### src/rtl/decoder_pkg.sv
// rtl/decoder_pkg.sv - shared widths, state encoding and one-hot helper for the strobe decoder
package decoder_pkg;

    localparam int IN_W_DEF   = 4;
    localparam int OUT_W_DEF  = 16;
    localparam int HOLD_W_DEF = 8;

    typedef enum logic [0:0] {
        IDLE = 1'b0,
        HOLD = 1'b1
    } state_e;

    function automatic logic [OUT_W_DEF-1:0] onehot(input logic [IN_W_DEF-1:0] code);
        logic [OUT_W_DEF-1:0] v;
        v       = '0;
        v[code] = 1'b1;
        return v;
    endfunction

endpackage

### src/rtl/decoder_hold_cnt.sv
// rtl/decoder_hold_cnt.sv - load/decrement strobe-length counter; last marks the final held cycle
module decoder_hold_cnt #(
    parameter int HOLD_W = 8
) (
    input  logic              clk,
    input  logic              reset,
    input  logic              clr,
    input  logic              load,
    input  logic [HOLD_W-1:0] load_val,
    output logic              last
);

    logic [HOLD_W-1:0] cnt;

    // Decrement stops at 1 so the counter can never wrap; the owner clears it on exit.
    always_ff @(posedge clk) begin
        if (reset) begin
            cnt <= '0;
        end else if (clr) begin
            cnt <= '0;
        end else if (load) begin
            cnt <= load_val;
        end else if (cnt > HOLD_W'(1)) begin
            cnt <= cnt - HOLD_W'(1);
        end
    end

    assign last = (cnt == HOLD_W'(1));

endmodule

### src/rtl/decoder_strobe.sv
// rtl/decoder_strobe.sv - registered 4-to-16 one-hot strobe decoder with hold length; DECODER_PARITY_EN adds parity check
module decoder_strobe
    import decoder_pkg::*;
#(
    parameter int IN_W   = IN_W_DEF,
    parameter int OUT_W  = OUT_W_DEF,
    parameter int HOLD_W = HOLD_W_DEF
) (
    input  logic              clk,
    input  logic              reset,
    input  logic              enable,
    input  logic              in_valid,
    output logic              in_ready,
    input  logic [IN_W-1:0]   in_code,
    input  logic [HOLD_W-1:0] in_hold,
`ifdef DECODER_PARITY_EN
    input  logic              in_parity,
    output logic              err,
`endif
    output logic [OUT_W-1:0]  out,
    output logic              busy
);

    localparam logic [0:0] S_IDLE = IDLE;
    localparam logic [0:0] S_HOLD = HOLD;

    logic [0:0]        state;
    logic              last;
    logic              accept;
    logic              code_ok;
    logic              start;
    logic              finish;
    logic [HOLD_W-1:0] load_val;

    assign in_ready = !reset && enable &&
                      (state == S_IDLE || (state == S_HOLD && last));
    assign accept   = in_valid && in_ready;

`ifdef DECODER_PARITY_EN
    assign code_ok = ~^{in_code, in_parity};
`else
    assign code_ok = 1'b1;
`endif

    assign start    = accept && code_ok;
    // A rejected beat in the last held cycle still lets the current strobe end normally.
    assign finish   = (state == S_HOLD) && last && !start;
    assign load_val = (in_hold == '0) ? HOLD_W'(1) : in_hold;

    decoder_hold_cnt #(
        .HOLD_W (HOLD_W)
    ) u_cnt (
        .clk      (clk),
        .reset    (reset),
        .clr      (!enable || finish),
        .load     (start),
        .load_val (load_val),
        .last     (last)
    );

    always_ff @(posedge clk) begin
        if (reset || !enable) begin
            state <= S_IDLE;
            out   <= '0;
            busy  <= 1'b0;
        end else if (start) begin
            state <= S_HOLD;
            out   <= OUT_W'(onehot(IN_W_DEF'(in_code)));
            busy  <= 1'b1;
        end else if (finish) begin
            state <= S_IDLE;
            out   <= '0;
            busy  <= 1'b0;
        end
    end

`ifdef DECODER_PARITY_EN
    always_ff @(posedge clk) begin
        if (reset || !enable) begin
            err <= 1'b0;
        end else begin
            err <= accept && !code_ok;
        end
    end
`endif

endmodule

### config.mk
export PLATFORM = sky130hd
export DESIGN_NAME = decoder_strobe
export DESIGN_NICKNAME = d
export VERILOG_FILES = /design/src/rtl/decoder_pkg.sv /design/src/rtl/decoder_hold_cnt.sv /design/src/rtl/decoder_strobe.sv
export SDC_FILE = /design/constraint.sdc
export NUM_CORES = 1
export LEC_CHECK = 0
export ABC_AREA = 1
export CAP_MARGIN = 20
export CORE_MARGIN = 2
export CORE_UTILIZATION = 35
export CTS_BUF_LIST = sky130_fd_sc_hd__clkbuf_16
export CTS_CLUSTER_DIAMETER = 200
export CTS_CLUSTER_SIZE = 16
export DETAILED_ROUTE_END_ITERATION = 7
export PLACE_DENSITY_LB_ADDON = 0.12
export SETUP_SLACK_MARGIN = 0.15
export SYNTH_ARGS = -nofsm -noshare
export SYNTH_HDL_FRONTEND = slang
export SYNTH_SLANG_ARGS = --single-unit
export TNS_END_PERCENT = 1
### constraint.sdc
create_clock -name clk -period 1.6 [get_ports clk]
set_input_delay 0.32 -clock clk [delete_from_list [all_inputs] [get_ports clk]]
set_output_delay 0.32 -clock clk [all_outputs]
set_load 0.02 [all_outputs]
==> results of run 1 <==
[power groups by stage]
stage                     clock network (W)  registers, W  logic, W
after CTS                          0.000574      0.000768   0.00150
after global placement                    0      0.000781   0.00139
after detailed placement                  0      0.000782   0.00138
after global routing               0.000598      0.000807   0.00186
after floorplan                           0      0.000789  0.000888
final                              0.000565      0.000796   0.00165
[cell usage in the layout, fill, tap and decap left out]
cell,netlist,routed
nand2_2,1,8
xnor2_1,1,1
nand2_1,40,31
nand4_1,1,1
dlygate4sd2_1,0,17
inv_1,21,19
nand2_4,1,2
nor3_2,0,1
buf_4,0,17
o21ai_4,0,1
nor2_4,0,2
nor2_1,41,35
o21ai_1,1,1
dfxtp_2,0,2
buf_6,3,4
inv_2,1,3
clkdlybuf4s50_1,0,15
nor2_2,2,6
nand2_8,0,1
xor2_1,4,4
clkbuf_16,0,3
a21oi_1,18,12
nand3_4,0,1
dfxtp_1,25,23
nand3_1,30,24
clkinv_2,1,1
o21ai_0,1,1
a21oi_2,0,6
ha_4,0,2
nand3_2,1,6
clkinv_8,0,1
[final timing paths]
path | start | to | slack, ps | depth (start not counted)
min reg2reg | out[15] | out[15] | 480 | 2
min | out[15] | out[15] | 480 | 2
max | u_cnt.cnt[1] | in_ready | 30 | 7
max reg2reg | u_cnt.cnt[1] | u_cnt.cnt[0] | 70 | 10
[cell usage after synthesis, drive strengths merged]
library cell / number
nor2: 43
nand2: 42
nand3: 31
dfxtp: 25
inv: 22
a21oi: 18
buf: 5
xor2: 4
o21ai: 3
ha: 2
clkbuf: 1
clkinv: 1
nand4: 1
nor3: 1
xnor2: 1
[flip-flops by register name, summed over array words and instances (netlist names)]
name / count
out: 16
u_cnt.cnt: 8
state: 1
[worst max-delay path: stages (launching register included)]
cell and delay (ps):
dfxtp_2 320, inv_2 60, ha_4 140, nand2_4 60
nor2_4 130, nor2_2 40, nor2_2 110, buf_6 130
[cell type report]
class | count | area [sq um]
fillers | 383 | 1570
multi-input cells | 146 | 847
flip-flops and latches | 25 | 503
repair buffers | 53 | 472
inverters | 23 | 98.8
clock buffers | 3 | 75.1
well taps | 48 | 60.1
clock inverters | 1 | 5.00
[through the flow]
stage	hold WS (ps)	power [W]
5_1_grt	496	0.00327
2_1_floorplan	455	0.00168
6_report	477	0.00301
3_3_place_gp	468	0.00217
3_5_place_dp	473	0.00217
4_1_cts	481	0.00284
[cell families (layout without fill, tap and decap cells)]
| family | Yosys count | count (layout) | synth area share (%) |
|---|---|---|---|
| DFF | 25 | 25 | 38.0 |
| adders and majority gates | 2 | 2 | 1.90 |
| and+or+nand+nor | 118 | 118 | 38.3 |
| xor gates and xnor gates | 5 | 5 | 3.32 |
| buffers and inverters | 29 | 80 | 10.2 |
| AOI/OAI and AO/OA | 21 | 21 | 8.25 |
[timing repair]
item	in CTS	in global routing
endpoints found under the setup margin	42	25
gates resized for setup	32	39
pin swaps	3	13
buffers inserted	0	1
[per-layer routing]
metal / track usage (%) / wire (um) / vias up
li1: - / - / 741
met3: 3.77 / 107 / 2
met1: 18.9 / 1500 / 637
met2: 31.0 / 1720 / 16
met4: 3.13 / 9 / 0
met5: 0 / 0 / -
==> impl_metrics.csv, run 1 <==
group,metric,value,unit
worst_setup_path,critPathRequiredTime,1280,ps
worst_setup_path,critical_path_class,"flop to output port",
placed_design,dp_slack,-452,ps
clock_network,hold_buffers,0,
grt,grt_pass1_wl,5540,um
clock_network,numCtsBuffers,3,
cells_and_area,fin_util,56.7,%
sta,relSlewSlack,82.0,%
placed_design,dpl.hpwl,2400,um
sta,tns,0,ps
clock_network,path_clk_slew,70,ps
cells_and_area,design_area,2060,sq um
logic_synthesis,synth_top_cell_area_share,38.0,%
worst_setup_path,critPathMaxFanout,2,
logic_synthesis,synth_area_leader_cell,"dfxtp_1",
sta,layout_worst_path_cycle_share,98.0,%
cells_and_area,diodes,0,
cells_and_area,num-nets-final,270,
power,p_clk_share,18.8,%
floorplan,core-area,3630,sq um
power,power_density,1460,nW/um^2
job,cap_violations,0,
clock_network,cts_max_path_buffers,2,
power,leakage,0.906,nW
route,route.detailed.drc,0,
clock_network,insertion_delay,260,ps
placed_design,gp_congestion,0.857,
logic_synthesis,syn_area,1320,sq um
floorplan,dieArea,4280,sq um
logic_synthesis,synth_warnings,0,
logic_synthesis,syn_avg_cell_area,6.59,sq um
route,vias,1396,
power,comb_power_share,54.8,%
logic_synthesis,ys_ff_latch,25,
logic_synthesis,seq_area_frac_synth,38.0,%
clock_network,root_buffer,"clkbuf_16",
floorplan,die_x,65.4,um
sta,fin_ws,32.2,ps
logic_synthesis,syn_nets,218,
power,p_int,0.00179,W
placed_design,place_area,1800,sq um
sta,worst_clock_skew,5.12,ps
power,power_frac_seq,26.5,%
logic_synthesis,synthCells,200,
sta,max_freq,638,MHz
placed_design,io_buffer_count,33,
grt,grt_usage,16.4,%
floorplan,core.rowCount,22,
floorplan,ios,34,
clock_network,h-tree-depth,1,
route,drt_iter0_markers,44,
route,ant_nets,0,
cells_and_area,drive_above_1_share,26.7,%
route,wl_per_cell,11.2,um
sta,drv_slew,0,
floorplan,fp.dieH,65.4,um
logic_synthesis,synth_cell_types,23,
clock_network,clock_sinks,25,
grt,antenna_found_initial,0,
route,dr.pass1.iters,4,
worst_setup_path,cp-start-kind,"flop",
power,switching_power,0.00122,W
placed_design,dp_cells,294,
power,max-vdd-ir-drop,0.733,mV
hold_path,hold_path.class,"flop to flop",
route,routed_wl,3340,um
logic_synthesis,yosys-top-cells-area,"dfxtp_1 38%, nor2_1 12%, nand2_1 11%",
sta,final-hold-violation-count,0,
cells_and_area,fin_cells,299,
sta,worst_slew_pin_slew,269,ps
floorplan,initial_core_util,36.3,%
sta,rsz0062_at_grt,"true",
sta,setup_viol,0,
cells_and_area,area_delta_synth_final,56.3,%
worst_setup_path,arrival,1250,ps
grt,grt_max_degree,22,
worst_setup_path,cp-end-kind,"output port",
clock_network,cts_tree,"built",
route,viasPerCell,4.67,
sta,period_minus_slack,1570,ps
status,outcome,"completed",
power,p_sw_share,40.4,%
grt,overflow,0,
grt,grt_pass1_vias,1307,
(Power assumes the default switching activity.)
==> run 2, diff against run 1 <==
--- a/config.mk
+++ b/config.mk
@@ -15,6 +15,7 @@
 export DETAILED_ROUTE_END_ITERATION = 7
 export PLACE_DENSITY_LB_ADDON = 0.12
 export SETUP_SLACK_MARGIN = 0.15
+export SLEW_MARGIN = 20
 export SYNTH_ARGS = -nofsm -noshare
 export SYNTH_HDL_FRONTEND = slang
 export SYNTH_SLANG_ARGS = --single-unit
==> constraint.sdc (replaced) <==
create_clock -name clk -period 1.9 [get_ports clk]
set_input_delay 0.38 -clock clk [delete_from_list [all_inputs] [get_ports clk]]
set_output_delay 0.38 -clock clk [all_outputs]
set_load 0.02 [all_outputs]
==> run 2 against run 1 <==
- routed wire length down 6.3%
- sequential power decreased by 17%
- global-route usage shrank 0.31 points
- critical path depth is the same
- final cell count down 2.7%
- combinational power down 31%
- design area shrank 9.3%
- die area did not move
- total power down 25%
- sequential share of layout area grew 2.4 points
- setup slack gained 180 ps
- critical path type unchanged
- critical endpoint unchanged
==> impl_metrics.csv, run 2 (synthesized netlist as in run 1, its figures left out) <==
group,metric,value,unit
cells_and_area,area_delta_synth_final,41.7,%
clock_network,clock_sinks,25,
grt,use_met1,19.2,%
cells_and_area,diodes,0,
worst_setup_path,cp_slowest_stage_delay,330,ps
clock_network,root_buffer,"clkbuf_16",
sta,period_minus_slack,1680,ps
grt,grt_usage,16.1,%
cells_and_area,num-nets-final,262,
route,viasPerCell,4.63,
route,drt_iter0_markers,49,
clock_network,path_clk_slew,60,ps
sta,fin_ws,215,ps
power,p_total,0.00226,W
floorplan,fp.dieH,65.4,um
clock_network,cts_tree,"built",
power,power_density,1210,nW/um^2
clock_network,cts_max_path_buffers,2,
cells_and_area,fin_cells,291,
sta,worst_clock_skew,2.37,ps
route,dr.pass1.iters,4,
floorplan,ios,34,
cells_and_area,drive_above_1_share,13.2,%
cells_and_area,fin_util,51.4,%
sta,relSlewSlack,76.8,%
sta,final-hold-violation-count,0,
worst_setup_path,arrival,1300,ps
grt,grt_pass1_wl,5460,um
cells_and_area,largestRegisters,"out (16), u_cnt.cnt (8), state (1)",
placed_design,dpl.hpwl,2250,um
route,wl_per_cell,10.7,um
sta,setup_viol,0,
worst_setup_path,critPathMaxFanout,2,
worst_setup_path,cp_top_family,"simple AND/OR/NAND/NOR gates",
status,outcome,"completed",
floorplan,dieArea,4280,sq um
clock_network,post_cts_buffers,0,
grt,busiest_layer,"met2",
cells_and_area,largest_register,"out",
hold_path,hold_path.class,"flop to flop",
placed_design,dp_cells,287,
power,max-vdd-ir-drop,0.458,mV
grt,gr-usage-met2,30.0,%
floorplan,core.rowCount,22,
worst_setup_path,critPathBufInv,2,
placed_design,gp_congestion,0.827,
cells_and_area,largest_reg_flops,16,
clock_network,insertion_delay,260,ps
worst_setup_path,cp-end-kind,"output port",
sta,layout_worst_path_cycle_share,88.7,%
grt,grt_pass1_vias,1309,
clock_network,numCtsBuffers,3,
route,route.detailed.drc,0,
route,ant_nets,0,
route,routed_wl,3130,um
cells_and_area,final_cell_mix,"38 x nor2_1, 38 x nand2_1, 32 x clkdlybuf4s50_1",
grt,overflow,0,
worst_setup_path,critical_path_class,"flop to output port",
worst_setup_path,cpMostUsedCell,"nor2_2",
grt,grt.met3_usage,3.08,%
job,cap_violations,0,
route,vias,1346,
grt,grt_max_degree,22,
sta,worst_slew_pin_slew,345,ps
placed_design,io_buffer_count,33,
floorplan,initial_core_util,36.3,%
worst_setup_path,critPathRequiredTime,1520,ps
worst_setup_path,slowest_stage,"dfxtp_2",
sta,drv_slew,0,
sta,rsz0062_at_grt,"false",
worst_setup_path,cp-start-kind,"flop",
placed_design,dp_slack,-278,ps
sta,max_freq,594,MHz
worst_setup_path,path_cells,"inv_2 > ha_4 > nand2_4 > nor2_4 > nor2_2 > nor2_2 > buf_6",
power,leakage,0.755,nW
floorplan,die_x,65.4,um
floorplan,core-area,3630,sq um
grt,antenna_found_initial,0,
clock_network,h-tree-depth,1,
run 2: changes by cell type in the layout (fill, tap and decap cells not counted), sizes merged:
cell,previous run,this run
clkdlybuf4s50,15,32
inv,22,24
clkinv,2,0
buf,21,13
dlygate4sd2,17,0
run 2: through the flow:
step / hold slack [ps] / setup TNS, ps / instance area [sq um]
final: 478 / 0 / 1870
after global routing: 500 / 0 / 1870
after CTS: 480 / 0 / 1830
after detailed placement: 470 / -278 / 1750
after global placement: 469 / -256 / 1750
after floorplan: 455 / 0 / 1320
run 2: timing repair:
item	4_1_cts	5_1_grt
pin swaps	0	3
hold buffers	0	0
gates resized for setup	5	13
endpoints found under the setup margin	1	22
run 2: area by class of cell:
cell class | instances | area (sq um)
fillers | 383 | 1760
clock inverters | 1 | 3.75
multi-input cells | 146 | 718
inverters | 23 | 88.8
repair buffers | 45 | 422
well taps | 48 | 60.1
flip-flops and latches | 25 | 502
clock buffers | 3 | 75.1
run 2: metal layers:
metal,vias to the layer above,share of wire (%)
met3,2,3.8
li1,720,-
met2,24,52
met5,-,0
met1,600,44
met4,0,0.29
run 2: worst register-to-register path: stages (launching register included):
cell and delay, ps:
dfxtp_2 330, inv_2 80, ha_4 150, nand2_4 60, buf_4 140, o21ai_2 160
nand3_2 140, nand2_1 240, nand3_1 120, nor2_1 100
run 2: path summary, 6_finish.rpt:
check,startpoint,to,slack (ps),cells past startpoint
max,u_cnt.cnt[1],in_ready,220,7
min,out[4],out[4],480,2
max reg2reg,u_cnt.cnt[1],u_cnt.cnt[2],330,9
min reg2reg,out[4],out[4],480,2
run 2: power by group:
group,internal [W],switching [W]
combinational,0.000474,0.000666
clock,0.000281,0.000180
sequential,0.000607,0.0000537
total,0.00136,0.000900
==> run 3, diff against run 2 <==
--- a/config.mk
+++ b/config.mk
@@ -14,6 +14,7 @@
 export CTS_CLUSTER_SIZE = 16
 export DETAILED_ROUTE_END_ITERATION = 7
 export PLACE_DENSITY_LB_ADDON = 0.12
+export REMOVE_ABC_BUFFERS = 1
 export SETUP_SLACK_MARGIN = 0.15
 export SLEW_MARGIN = 20
 export SYNTH_ARGS = -nofsm -noshare
==> run 3 against run 2 <==
- routed wire length up 3.6%
- register-to-register slack worse by 30 ps
- combinational power down 4%
- count of clock-buffer cells in the layout unchanged
- total power down 0.71%
- clock skew up 1.3 ps
- critical path type unchanged
==> impl_metrics.csv, run 3 (synthesized netlist as in run 1, its figures left out) <==
group,metric,value,unit
grt,antenna_found_initial,0,
floorplan,core.rowCount,22,
floorplan,dieArea,4280,sq um
grt,grt_usage,15.8,%
grt,grt_pass1_vias,1271,
cells_and_area,area_delta_synth_final,41.0,%
sta,worst_clock_skew,3.66,ps
cells_and_area,drive_above_1_share,13.6,%
worst_setup_path,arrival,1330,ps
worst_setup_path,r2r_cells,9,
worst_setup_path,cp-end-kind,"output port",
worst_setup_path,regToRegStartpoint,"u_cnt.cnt[1]",
status,outcome,"completed",
worst_setup_path,critPathRequiredTime,1520,ps
grt,overflow,0,
sta,drv_slew,0,
cells_and_area,num-nets-final,262,
clock_network,clock_sinks,25,
power,max-vdd-ir-drop,0.540,mV
floorplan,initial_core_util,36.3,%
cells_and_area,fin_util,51.2,%
clock_network,insertion_delay,260,ps
clock_network,cts_tree,"built",
hold_path,hold_path.class,"flop to flop",
worst_setup_path,critPathMaxFanout,2,
cells_and_area,largest_register,"out",
floorplan,core-area,3630,sq um
placed_design,io_buffer_count,33,
cells_and_area,register_area,502,sq um
placed_design,place_area,1740,sq um
sta,period_minus_slack,1710,ps
floorplan,fp.dieH,65.4,um
sta,layout_worst_path_cycle_share,89.9,%
route,drt_iter0_markers,67,
cells_and_area,design_area,1860,sq um
power,power_density,1210,nW/um^2
route,vias,1346,
route,routed_wl,3240,um
cells_and_area,fill_cells,390,
cells_and_area,multi_input_area,703,sq um
worst_setup_path,cp-start-kind,"flop",
worst_setup_path,r2r_slack,300,ps
cells_and_area,final_cell_mix,"38 x nor2_1, 38 x nand2_1, 32 x clkdlybuf4s50_1",
clock_network,numCtsBuffers,3,
floorplan,die_x,65.4,um
route,dr.pass1.iters,4,
job,cap_violations,0,
route,route.detailed.drc,0,
clock_network,cts_max_path_buffers,2,
sta,final-hold-violation-count,0,
sta,worst_slew_pin_slew,355,ps
route,wl_per_cell,11.1,um
placed_design,dpl.hpwl,2290,um
clock_network,root_buffer,"clkbuf_16",
sta,rsz0062_at_grt,"false",
placed_design,gp_congestion,0.835,
worst_setup_path,critPathLaunch,"u_cnt.cnt[1]",
worst_setup_path,crit_end,"in_ready",
cells_and_area,diodes,0,
cells_and_area,largestRegisters,"out (16), u_cnt.cnt (8), state (1)",
cells_and_area,largest_reg_flops,16,
route,viasPerCell,4.63,
power,leakage,0.751,nW
grt,grt_max_degree,22,
sta,setup_viol,0,
grt,grt_pass1_wl,5350,um
sta,max_freq,585,MHz
clock_network,h-tree-depth,1,
route,ant_nets,0,
clock_network,path_clk_slew,70,ps
worst_setup_path,r2r-end,"out[9]",
floorplan,ios,34,
sta,relSlewSlack,76.1,%
worst_setup_path,critical_path_class,"flop to output port",
clock_network,hold_buffers,0,
[run 3: cell count changes in the layout (fill, tap and decap cells not counted)]
| cell | before | now |
|---|---|---|
| ha_2 | 0 | 1 |
| ha_4 | 1 | 0 |
| inv_1 | 21 | 20 |
| inv_6 | 0 | 1 |
| nand2_2 | 2 | 3 |
| nand2_4 | 2 | 1 |
[run 3: power breakdown]
| part | internal, W | total [W] | switching [W] |
|---|---|---|---|
| Clock | 0.000291 | 0.000491 | 0.000200 |
| Combinational | 0.000443 | 0.00109 | 0.000642 |
| Sequential | 0.000607 | 0.000670 | 0.0000633 |
| Total | 0.00134 | 0.00225 | 0.000905 |
[run 3: metrics by stage]
stage	instances	worst slack, ps	setup TNS (ps)	hold WS (ps)	power, W
floorplan	194	273	0	455	0.00140
global placement	285	-258	-258	470	0.00170
detailed placement	285	-272	-272	472	0.00169
CTS	289	172	0	485	0.00221
global route	291	112	0	499	0.00245
finish	291	192	0	480	0.00225
[run 3: how the worst min path moves through the flow]
stage                     slack, ps  depth (start not counted)    startpoint            to
after floorplan                 460                          2  u_cnt.cnt[1]  u_cnt.cnt[1]
after global placement          470                          2  u_cnt.cnt[1]  u_cnt.cnt[1]
after detailed placement        470                          2       out[10]       out[10]
after CTS                       490                          2       out[14]       out[14]
after global routing            500                          2        out[5]        out[5]
final                           480                          2       out[14]       out[14]
[run 3: area by class of cell]
type,instances,share of cell area [%]
clock buffers,3,4.04
inverters,23,4.78
clock inverters,1,0.471
repair buffers,45,22.7
well taps,48,3.23
flip-flops and latches,25,27.0
multi-input cells,146,37.8
[run 3: layer usage]
| layer | global-route usage, % | part of all wire, % |
|---|---|---|
| met5 | 0 | 0 |
| met4 | 2.34 | 0.56 |
| met2 | 30.2 | 53 |
| met3 | 4.45 | 3.9 |
| met1 | 17.4 | 42 |
[run 3: critical path, stage by stage, from the launching register on]
cell and delay (ps):
dfxtp_2 330, inv_2 50, ha_2 180, nand2_2 70, nor2_2 110, nor2_1 60, nor2_2 140, buf_6 130
[run 3: repair_timing]
item / 4_1_cts / 5_1_grt
gates resized for setup: 6 / 10
pin swaps: 0 / 2
setup endpoints to repair: 1 / 10
endpoints found under the hold margin: 0 / 0
setup buffers: 0 / 2
